$ cat src/rtl/uart_cmd_parser.sv
// uart_cmd_parser: turns the UART RX byte stream into bus requests.
// Accepted lines are "W <addr> <data>" or "R <addr>", each ended by CR or LF.
// Each well-formed line produces one request, which is held on a valid/ready
// handshake. A malformed line raises a one-cycle err pulse. A byte that arrives
// while a request is still pending is dropped and raises a one-cycle ovf pulse.
module uart_cmd_parser #(
    parameter int ADDR_W = 16,
    parameter int DATA_W = 32
) (
    input  logic              clk_i,
    input  logic              rst_i,
    input  logic              rvalid_i,
    input  logic [7:0]        rdata_i,
    output logic              cmd_valid_o,
    input  logic              cmd_ready_i,
    output logic              cmd_write_o,
    output logic [ADDR_W-1:0] cmd_addr_o,
    output logic [DATA_W-1:0] cmd_wdata_o,
    output logic              err_o,
    output logic              ovf_o
);

    localparam int NA    = ADDR_W / 4;
    localparam int ND    = DATA_W / 4;
    localparam int MAXD  = (NA > ND) ? NA : ND;
    localparam int CNT_W = $clog2(MAXD + 1);

    localparam logic [CNT_W-1:0] NA_C  = CNT_W'(NA);
    localparam logic [CNT_W-1:0] ND_C  = CNT_W'(ND);
    localparam logic [CNT_W-1:0] CNT_0 = '0;
    localparam logic [CNT_W-1:0] CNT_1 = CNT_W'(1);

    localparam logic [2:0] S_IDLE  = 3'd0;
    localparam logic [2:0] S_SEP   = 3'd1;
    localparam logic [2:0] S_ADDR  = 3'd2;
    localparam logic [2:0] S_DATA  = 3'd3;
    localparam logic [2:0] S_TAIL  = 3'd4;
    localparam logic [2:0] S_SKIP  = 3'd5;
    localparam logic [2:0] S_ISSUE = 3'd6;

    logic [2:0]        state_q, state_d;
    logic              write_q, write_d;
    logic [ADDR_W-1:0] addr_q, addr_d;
    logic [DATA_W-1:0] wdata_q, wdata_d;
    logic [CNT_W-1:0]  cnt_q, cnt_d;
    logic              valid_q, valid_d;
    logic              err_q, err_d;
    logic              ovf_q, ovf_d;

    logic       isHex, isSp, isTerm, isW, isR;
    logic [3:0] nibble;

    // Classify the incoming byte and convert hex digits to their nibble value
    always_comb begin
        isHex  = 1'b0;
        nibble = 4'd0;
        isSp   = (rdata_i == 8'h20);
        isTerm = (rdata_i == 8'h0D) || (rdata_i == 8'h0A);
        isW    = (rdata_i == 8'h57) || (rdata_i == 8'h77);
        isR    = (rdata_i == 8'h52) || (rdata_i == 8'h72);
        if (rdata_i >= 8'h30 && rdata_i <= 8'h39) begin
            isHex  = 1'b1;
            nibble = rdata_i[3:0];
        end else if ((rdata_i >= 8'h41 && rdata_i <= 8'h46) ||
                     (rdata_i >= 8'h61 && rdata_i <= 8'h66)) begin
            isHex  = 1'b1;
            nibble = rdata_i[3:0] + 4'd9;
        end
    end

    // Line parser: advances only on received bytes, except while a request is pending
    always_comb begin
        state_d = state_q;
        write_d = write_q;
        addr_d  = addr_q;
        wdata_d = wdata_q;
        cnt_d   = cnt_q;
        valid_d = valid_q;
        err_d   = 1'b0;
        ovf_d   = 1'b0;
        if (state_q == S_ISSUE) begin
            ovf_d = rvalid_i;
            if (valid_q && cmd_ready_i) begin
                state_d = S_IDLE;
                valid_d = 1'b0;
            end
        end else if (rvalid_i) begin
            case (state_q)
                S_IDLE: begin
                    if (isSp || isTerm) begin
                        state_d = S_IDLE;
                    end else if (isW || isR) begin
                        state_d = S_SEP;
                        write_d = isW;
                        addr_d  = '0;
                        wdata_d = '0;
                    end else begin
                        state_d = S_SKIP;
                    end
                end
                S_SEP: begin
                    if (isSp) begin
                        state_d = S_ADDR;
                        addr_d  = '0;
                        cnt_d   = CNT_0;
                    end else if (isTerm) begin
                        state_d = S_IDLE;
                        err_d   = 1'b1;
                    end else begin
                        state_d = S_SKIP;
                    end
                end
                S_ADDR: begin
                    if (isSp) begin
                        if (cnt_q != CNT_0) begin
                            if (write_q) begin
                                state_d = S_DATA;
                                wdata_d = '0;
                                cnt_d   = CNT_0;
                            end else begin
                                state_d = S_TAIL;
                            end
                        end
                    end else if (isHex) begin
                        if (cnt_q < NA_C) begin
                            addr_d = (addr_q << 4) | ADDR_W'(nibble);
                            cnt_d  = cnt_q + CNT_1;
                        end else begin
                            state_d = S_SKIP;
                        end
                    end else if (isTerm) begin
                        if (cnt_q != CNT_0 && !write_q) begin
                            state_d = S_ISSUE;
                            valid_d = 1'b1;
                        end else begin
                            state_d = S_IDLE;
                            err_d   = 1'b1;
                        end
                    end else begin
                        state_d = S_SKIP;
                    end
                end
                S_DATA: begin
                    if (isSp) begin
                        if (cnt_q != CNT_0) begin
                            state_d = S_TAIL;
                        end
                    end else if (isHex) begin
                        if (cnt_q < ND_C) begin
                            wdata_d = (wdata_q << 4) | DATA_W'(nibble);
                            cnt_d   = cnt_q + CNT_1;
                        end else begin
                            state_d = S_SKIP;
                        end
                    end else if (isTerm) begin
                        if (cnt_q != CNT_0) begin
                            state_d = S_ISSUE;
                            valid_d = 1'b1;
                        end else begin
                            state_d = S_IDLE;
                            err_d   = 1'b1;
                        end
                    end else begin
                        state_d = S_SKIP;
                    end
                end
                S_TAIL: begin
                    if (isTerm) begin
                        state_d = S_ISSUE;
                        valid_d = 1'b1;
                    end else if (!isSp) begin
                        state_d = S_SKIP;
                    end
                end
                S_SKIP: begin
                    if (isTerm) begin
                        state_d = S_IDLE;
                        err_d   = 1'b1;
                    end
                end
                default: begin
                    state_d = S_IDLE;
                end
            endcase
        end
    end

    // State and output registers; reset abandons any partial line or pending request
    always_ff @(posedge clk_i) begin
        if (rst_i) begin
            state_q <= S_IDLE;
            write_q <= 1'b0;
            addr_q  <= '0;
            wdata_q <= '0;
            cnt_q   <= CNT_0;
            valid_q <= 1'b0;
            err_q   <= 1'b0;
            ovf_q   <= 1'b0;
        end else begin
            state_q <= state_d;
            write_q <= write_d;
            addr_q  <= addr_d;
            wdata_q <= wdata_d;
            cnt_q   <= cnt_d;
            valid_q <= valid_d;
            err_q   <= err_d;
            ovf_q   <= ovf_d;
        end
    end

    assign cmd_valid_o = valid_q;
    assign cmd_write_o = write_q;
    assign cmd_addr_o  = addr_q;
    assign cmd_wdata_o = wdata_q;
    assign err_o       = err_q;
    assign ovf_o       = ovf_q;

endmodule

$ cat config.mk
export PLATFORM = sky130hd
export DESIGN_NAME = uart_cmd_parser
export DESIGN_NICKNAME = d
export VERILOG_FILES = /design/src/rtl/uart_cmd_parser.sv
export SDC_FILE = /design/constraint.sdc
export NUM_CORES = 1
export LEC_CHECK = 0
export CAP_MARGIN = 20
export CORE_AREA = 5 5 59 113
export CTS_CLUSTER_DIAMETER = 80
export DETAILED_ROUTE_END_ITERATION = 16
export DIE_AREA = 0 0 64 118
export GPL_TIMING_DRIVEN = 0
export PLACE_DENSITY_LB_ADDON = 0.05
export SYNTH_ARGS = -nofsm -noshare
export SYNTH_HDL_FRONTEND = slang
export SYNTH_SLANG_ARGS = --single-unit
$ cat constraint.sdc
create_clock -name clk_i -period 4.9 [get_ports clk_i]
set_input_delay 1.47 -clock clk_i [delete_from_list [all_inputs] [get_ports clk_i]]
set_output_delay 1.47 -clock clk_i [all_outputs]
set_load 0.005 [all_outputs]
==> results of run 1 <==
-- critical path: stages --
cell and delay (ns):
clkdlybuf4s50_1 0.51, inv_1 0.15, ha_1 0.18, nand4bb_1 0.33, nor2_1 0.43, a2111oi_1 0.14
nor4b_4 0.48, a41oi_1 0.20, a211oi_1 0.25
-- power breakdown --
part / switching [uW] / internal (uW)
clock: 199 / 435
combinational: 72.0 / 36.0
sequential: 2.92 / 483
total: 274 / 954
-- per-stage QoR --
step | worst slack (ns) | util (%) | area (sq um) | cells | power (uW)
2_1_floorplan | 1.64 | - | 2940 | 371 | 564
3_3_place_gp | 0.791 | 63.6 | 3630 | 494 | 602
3_5_place_dp | 0.765 | 63.6 | 3630 | 494 | 601
4_1_cts | 1.09 | 69.0 | 3940 | 510 | 1240
5_1_grt | 0.824 | 69.0 | 3940 | 510 | 1270
6_report | 0.995 | 69.0 | 3940 | 510 | 1230
-- sequential cells by signal, indices dropped and copies added, names as in the netlist --
| register | cells |
|---|---|
| cmd_valid_o | 1 |
| state_q | 3 |
| err_o | 1 |
| ovf_o | 1 |
| cmd_write_o | 1 |
| cnt_q | 4 |
| cmd_addr_o | 16 |
| cmd_wdata_o | 32 |
-- cells by family after synthesis --
group | Yosys count | synth area share (%)
AND/OR/NAND/NOR | 162 | 28.0
buffers and inverters | 33 | 4.43
AO/OA/AOI/OAI | 105 | 22.6
multiplexers | 5 | 1.75
adder cells (fa/ha/maj) | 7 | 2.98
flip-flops | 59 | 40.2
-- cell usage after synthesis, drive strengths merged (2+ instances only) --
cell type	number
a2111oi	6
a211o	2
a211oi	5
a21oi	59
a41oi	2
and2	2
and3	2
buf	5
clkbuf	20
dfxtp	59
ha	7
inv	8
mux2i	4
nand2	57
nand2b	3
nand3	48
nand4bb	3
nor2	19
nor2b	4
nor3	6
nor4b	2
o2111ai	2
o21a	2
o21ai	11
o21bai	2
o31ai	2
or3	6
or3b	5
-- metal layers --
metal | GRT usage (%) | wire length [um] | part of all wire [%]
met1 | 22.2 | 2990 | 34
met2 | 43.4 | 4940 | 56
met3 | 4.58 | 414 | 4.7
met4 | 16.9 | 495 | 5.6
met5 | 0 | 0 | 0
-- path summary, 6_finish.rpt --
| kind | to |
|---|---|
| worst max register to register | cmd_addr_o[14]$_SDFFE_PP0P_ |
| worst min register to register | cmd_addr_o[13]$_SDFFE_PP0P_ |
| worst min-delay path | cmd_addr_o[13]$_SDFFE_PP0P_ |
| worst max-delay path | cnt_q[3]$_SDFFE_PP0P_ |
-- area by class of cell --
class                   count  area, sq um  area share, %
multi-input cells         279         1620           41.2
flip-flops and latches     59         1180           30.0
repair buffers             62          621           15.8
clock buffers              15          278           7.05
plain buffers              25          100           2.54
well taps                  61         76.3           1.94
clock inverters             1         30.0          0.762
inverters                   8         30.0          0.762
==> impl_metrics.ini, run 1 <==
[outcome]
outcome = completed

[global_route]
antenna_found_initial = 0
grt_max_degree = 11
grt_pass1_vias = 3003
overflow = 0
track_usage_pct = 23.7
grt_pass1_wl_um = 14300

[synthesis]
ys_top_cells_by_area = dfxtp_1 (40%), a21oi_1 (9.9%), nand3_1 (8.2%)
async_flop_share_pct = 0
synth_ff_type = dfxtp_1
ys_warn_count = 0
netlist_area_sq_mm = 0.00294
synth_cell_type_count = 55
seq_area_frac_synth_pct = 40.2
synth_edf_count = 0
yosysTopAreaCell = dfxtp_1
ys_ff_latch = 59
synth_nets = 390
yosys.area.top_type_share_pct = 40.2
avgSynthCellArea_sq_um = 7.91
synth_cells = 371

[clock_network]
clk_pin_slew_ns = 0.05
ctsLongestPathBuffers = 2
cts.sinks = 59
cts_hold_buf = 0
cts_max_level = 3
cts_resized = 0
numCtsBuffers = 9
postCtsSetupRepairBufs = 0
cts_tree = built
cts_root_buffer = clkbuf_16
clk_latency_ns = 0.32

[layout]
drive_above_1_share_pct = 6.68
final_common_cell = clkdlybuf4s50_1
layout_common_cells = clkdlybuf4s50_1 (62), dfxtp_1 (59), a21oi_1 (58)
fin_nets = 463
fill_cells = 490
diodes = 0
syn_to_final_growth_pct = 34.2

[detailed_routing]
vias = 3047
wirelength_um = 8840
vias_per_cell = 5.97
wl_per_cell_um = 17.3
drtPass1Iterations = 5
drc = 0
drt-initial-drc-count = 223
ant_nets = 0

[timing]
slew_violations = 0
finalCritPeriodShare_pct = 79.7
tightest_slew_ns = 0.639
setup-violations-final = 0
setup_tns_ns = 0
fin_skew_ns = 0.00356
clock.fmax_mhz = 256
rsz0062_at_grt = no
fin_crit_ns = 3.91
slew_headroom_pct = 57.2
finalHoldViolations = 0
hold-worst-slack_ns = 0.452

[floorplanning]
die_width_um = 64
die_h_um = 118
row_count = 39
dieArea_sq_mm = 0.00755
design.core.area_sq_mm = 0.00571
start_util_pct = 51.4
io_pins = 64

[hold_path]
hold_class = reg2reg
hp-start = cmd_addr_o[13]$_SDFFE_PP0P_
holdPathStages = 2

[worst_setup_path]
crit_required_ns = 5.13
setup.worst_path.start = rdata_i[0]
cp.arrival_ns = 4.14
start_kind = primary input
reg2reg_slack_ns = 2.31
critPathMaxFanout = 7
reg2reg_depth = 7
end_kind = register
r2r_start = state_q[1]$_SDFFE_PP0P_
critPathKind = in2reg

[power_and_ir_drop]
vdd_ir_drop_max_v = 0.000358
power_density_mw_per_mm2 = 312
leakage_uw = 0.00132

[run]
cap_violations = 0

[place]
portBuffers = 62
post-dp-hpwl_um = 6700
routabilityCongestion = 0.949
(Power assumes the default switching activity.)
==> run 2: changes to the inputs <==
Settings changed: CORE_AREA 5 5 59 113 to 5 5 60 116, DIE_AREA 0 0 64 118 to 0 0 65 121.
Clock period 4.9 ns to 3.94 ns, I/O delays scaled along.
==> impl_metrics.ini, run 2 (synthesis gave the netlist of run 1 again) <==
[power_and_ir_drop]
power_density_mw_per_mm2 = 400
p_total_uw = 1580
vdd_ir_drop_max_v = 0.000222
leakage_uw = 0.00133

[clock_network]
cts_resized = 0
cts.sinks = 59
clk_latency_ns = 0.32
cts_root_buffer = clkbuf_16
numCtsBuffers = 9
clk_pin_slew_ns = 0.05
cts_tree = built
ctsLongestPathBuffers = 2
cts_hold_buf = 0
postCtsSetupRepairBufs = 0
cts_max_level = 3

[timing]
clock.fmax_mhz = 281
finalHoldViolations = 0
fin_skew_ns = 0.00556
rsz0062_at_grt = no
setup_tns_ns = 0
slew_violations = 0
finalCritPeriodShare_pct = 90.4
fin_crit_ns = 3.56
fin_ws_ns = 0.378
tightest_slew_ns = 0.880
slew_headroom_pct = 39.8
setup-violations-final = 0

[worst_setup_path]
critPathKind = in2reg
reg2reg_slack_ns = 1.27
end_kind = register
reg2reg_depth = 11
r2r_start = cnt_q[0]$_SDFFE_PP0P_
rr_endpoint = cmd_wdata_o[19]$_SDFFE_PP0P_
setup.worst_path.start = rdata_i[0]
critPathMaxFanout = 10
cp.arrival_ns = 3.81
start_kind = primary input
cp-endpoint = cmd_addr_o[11]$_SDFFE_PP0P_
crit_required_ns = 4.19

[global_route]
grt_max_degree = 11
grt_pass1_vias = 3016
overflow = 0
antenna_found_initial = 0
track_usage_pct = 24.5
grt_pass1_wl_um = 14700

[floorplanning]
design.core.area_sq_mm = 0.00596
row_count = 40
die_width_um = 65
io_pins = 64
dieArea_sq_mm = 0.00787
die_h_um = 121
start_util_pct = 49.3

[place]
portBuffers = 62
post-dp-hpwl_um = 6950
routabilityCongestion = 0.939
place_ws_ns = 0.0700
place_area_sq_mm = 0.00363

[layout]
diodes = 0
fin_area_sq_mm = 0.00396
final_util_pct = 66.6
final_common_cell = clkdlybuf4s50_1
layout_common_cells = clkdlybuf4s50_1 (62), dfxtp_1 (59), a21oi_1 (58)
syn_to_final_growth_pct = 35.0
largest_register_ffs = 32
drive_above_1_share_pct = 7.13
fin_nets = 463

[detailed_routing]
drtPass1Iterations = 4
vias_per_cell = 5.95
drc = 0
wl_per_cell_um = 17.5
drt-initial-drc-count = 179
vias = 3047
wirelength_um = 8960
ant_nets = 0

[outcome]
outcome = completed

[run]
cap_violations = 0

[hold_path]
hold_class = reg2reg
holdPathStages = 2
## run 2: cell types whose count changed in the layout (fill, tap and decap cells not counted), sizes merged
cell / delta
clkinvlp: +1
clkbuf: -3
clkinv: +1
bufinv: +1
## run 2: layout make-up
cell class,count,area [sq um]
fillers,525,1990
multi-input cells,279,1620
flip-flops and latches,59,1180
repair buffers,62,621
clock buffers,12,256
plain buffers,25,100
well taps,63,78.8
clock inverters,4,72.6
inverters,8,30.0
## run 2: through the flow
step	std cells	hold slack, ns
3_3_place_gp	496	0.440
4_1_cts	512	0.449
5_1_grt	512	0.483
2_1_floorplan	371	0.448
6_report	512	0.447
3_5_place_dp	496	0.443
## run 2: worst min-delay path by stage
stage,from,to,slack (ns)
2_1_floorplan,cmd_addr_o[12]$_SDFFE_PP0P_,cmd_addr_o[12]$_SDFFE_PP0P_,0.45
3_3_place_gp,cmd_wdata_o[30]$_SDFFE_PP0P_,cmd_wdata_o[30]$_SDFFE_PP0P_,0.44
3_5_place_dp,cmd_wdata_o[29]$_SDFFE_PP0P_,cmd_wdata_o[29]$_SDFFE_PP0P_,0.44
4_1_cts,cmd_wdata_o[29]$_SDFFE_PP0P_,cmd_wdata_o[29]$_SDFFE_PP0P_,0.45
5_1_grt,cmd_wdata_o[28]$_SDFFE_PP0P_,cmd_wdata_o[28]$_SDFFE_PP0P_,0.48
6_report,cmd_wdata_o[30]$_SDFFE_PP0P_,cmd_wdata_o[30]$_SDFFE_PP0P_,0.45
## run 2: routing by layer
metal / routed length (um) / track usage (%) / up-vias
met4: 529 / 17.1 / 0
met3: 394 / 5.56 / 33
met5: 0 / 0 / -
met1: 3060 / 22.5 / 1422
met2: 4980 / 45.6 / 107
li1: - / - / 1485
## run 2: where the power goes
group | switching (uW) | internal, uW | total (uW)
sequential | 3.85 | 600 | 604
combinational | 90.7 | 44.8 | 136
clock | 260 | 586 | 846
total | 354 | 1230 | 1580
## run 2: critical path, stage by stage
cell and delay (ns):
clkdlybuf4s50_1 0.57, inv_1 0.11, ha_1 0.26, o21bai_1 0.22
a21oi_1 0.19, nor2_1 0.32, a21o_1 0.28, clkbuf_1 0.39
nand2_1 0.12, a21oi_1 0.15
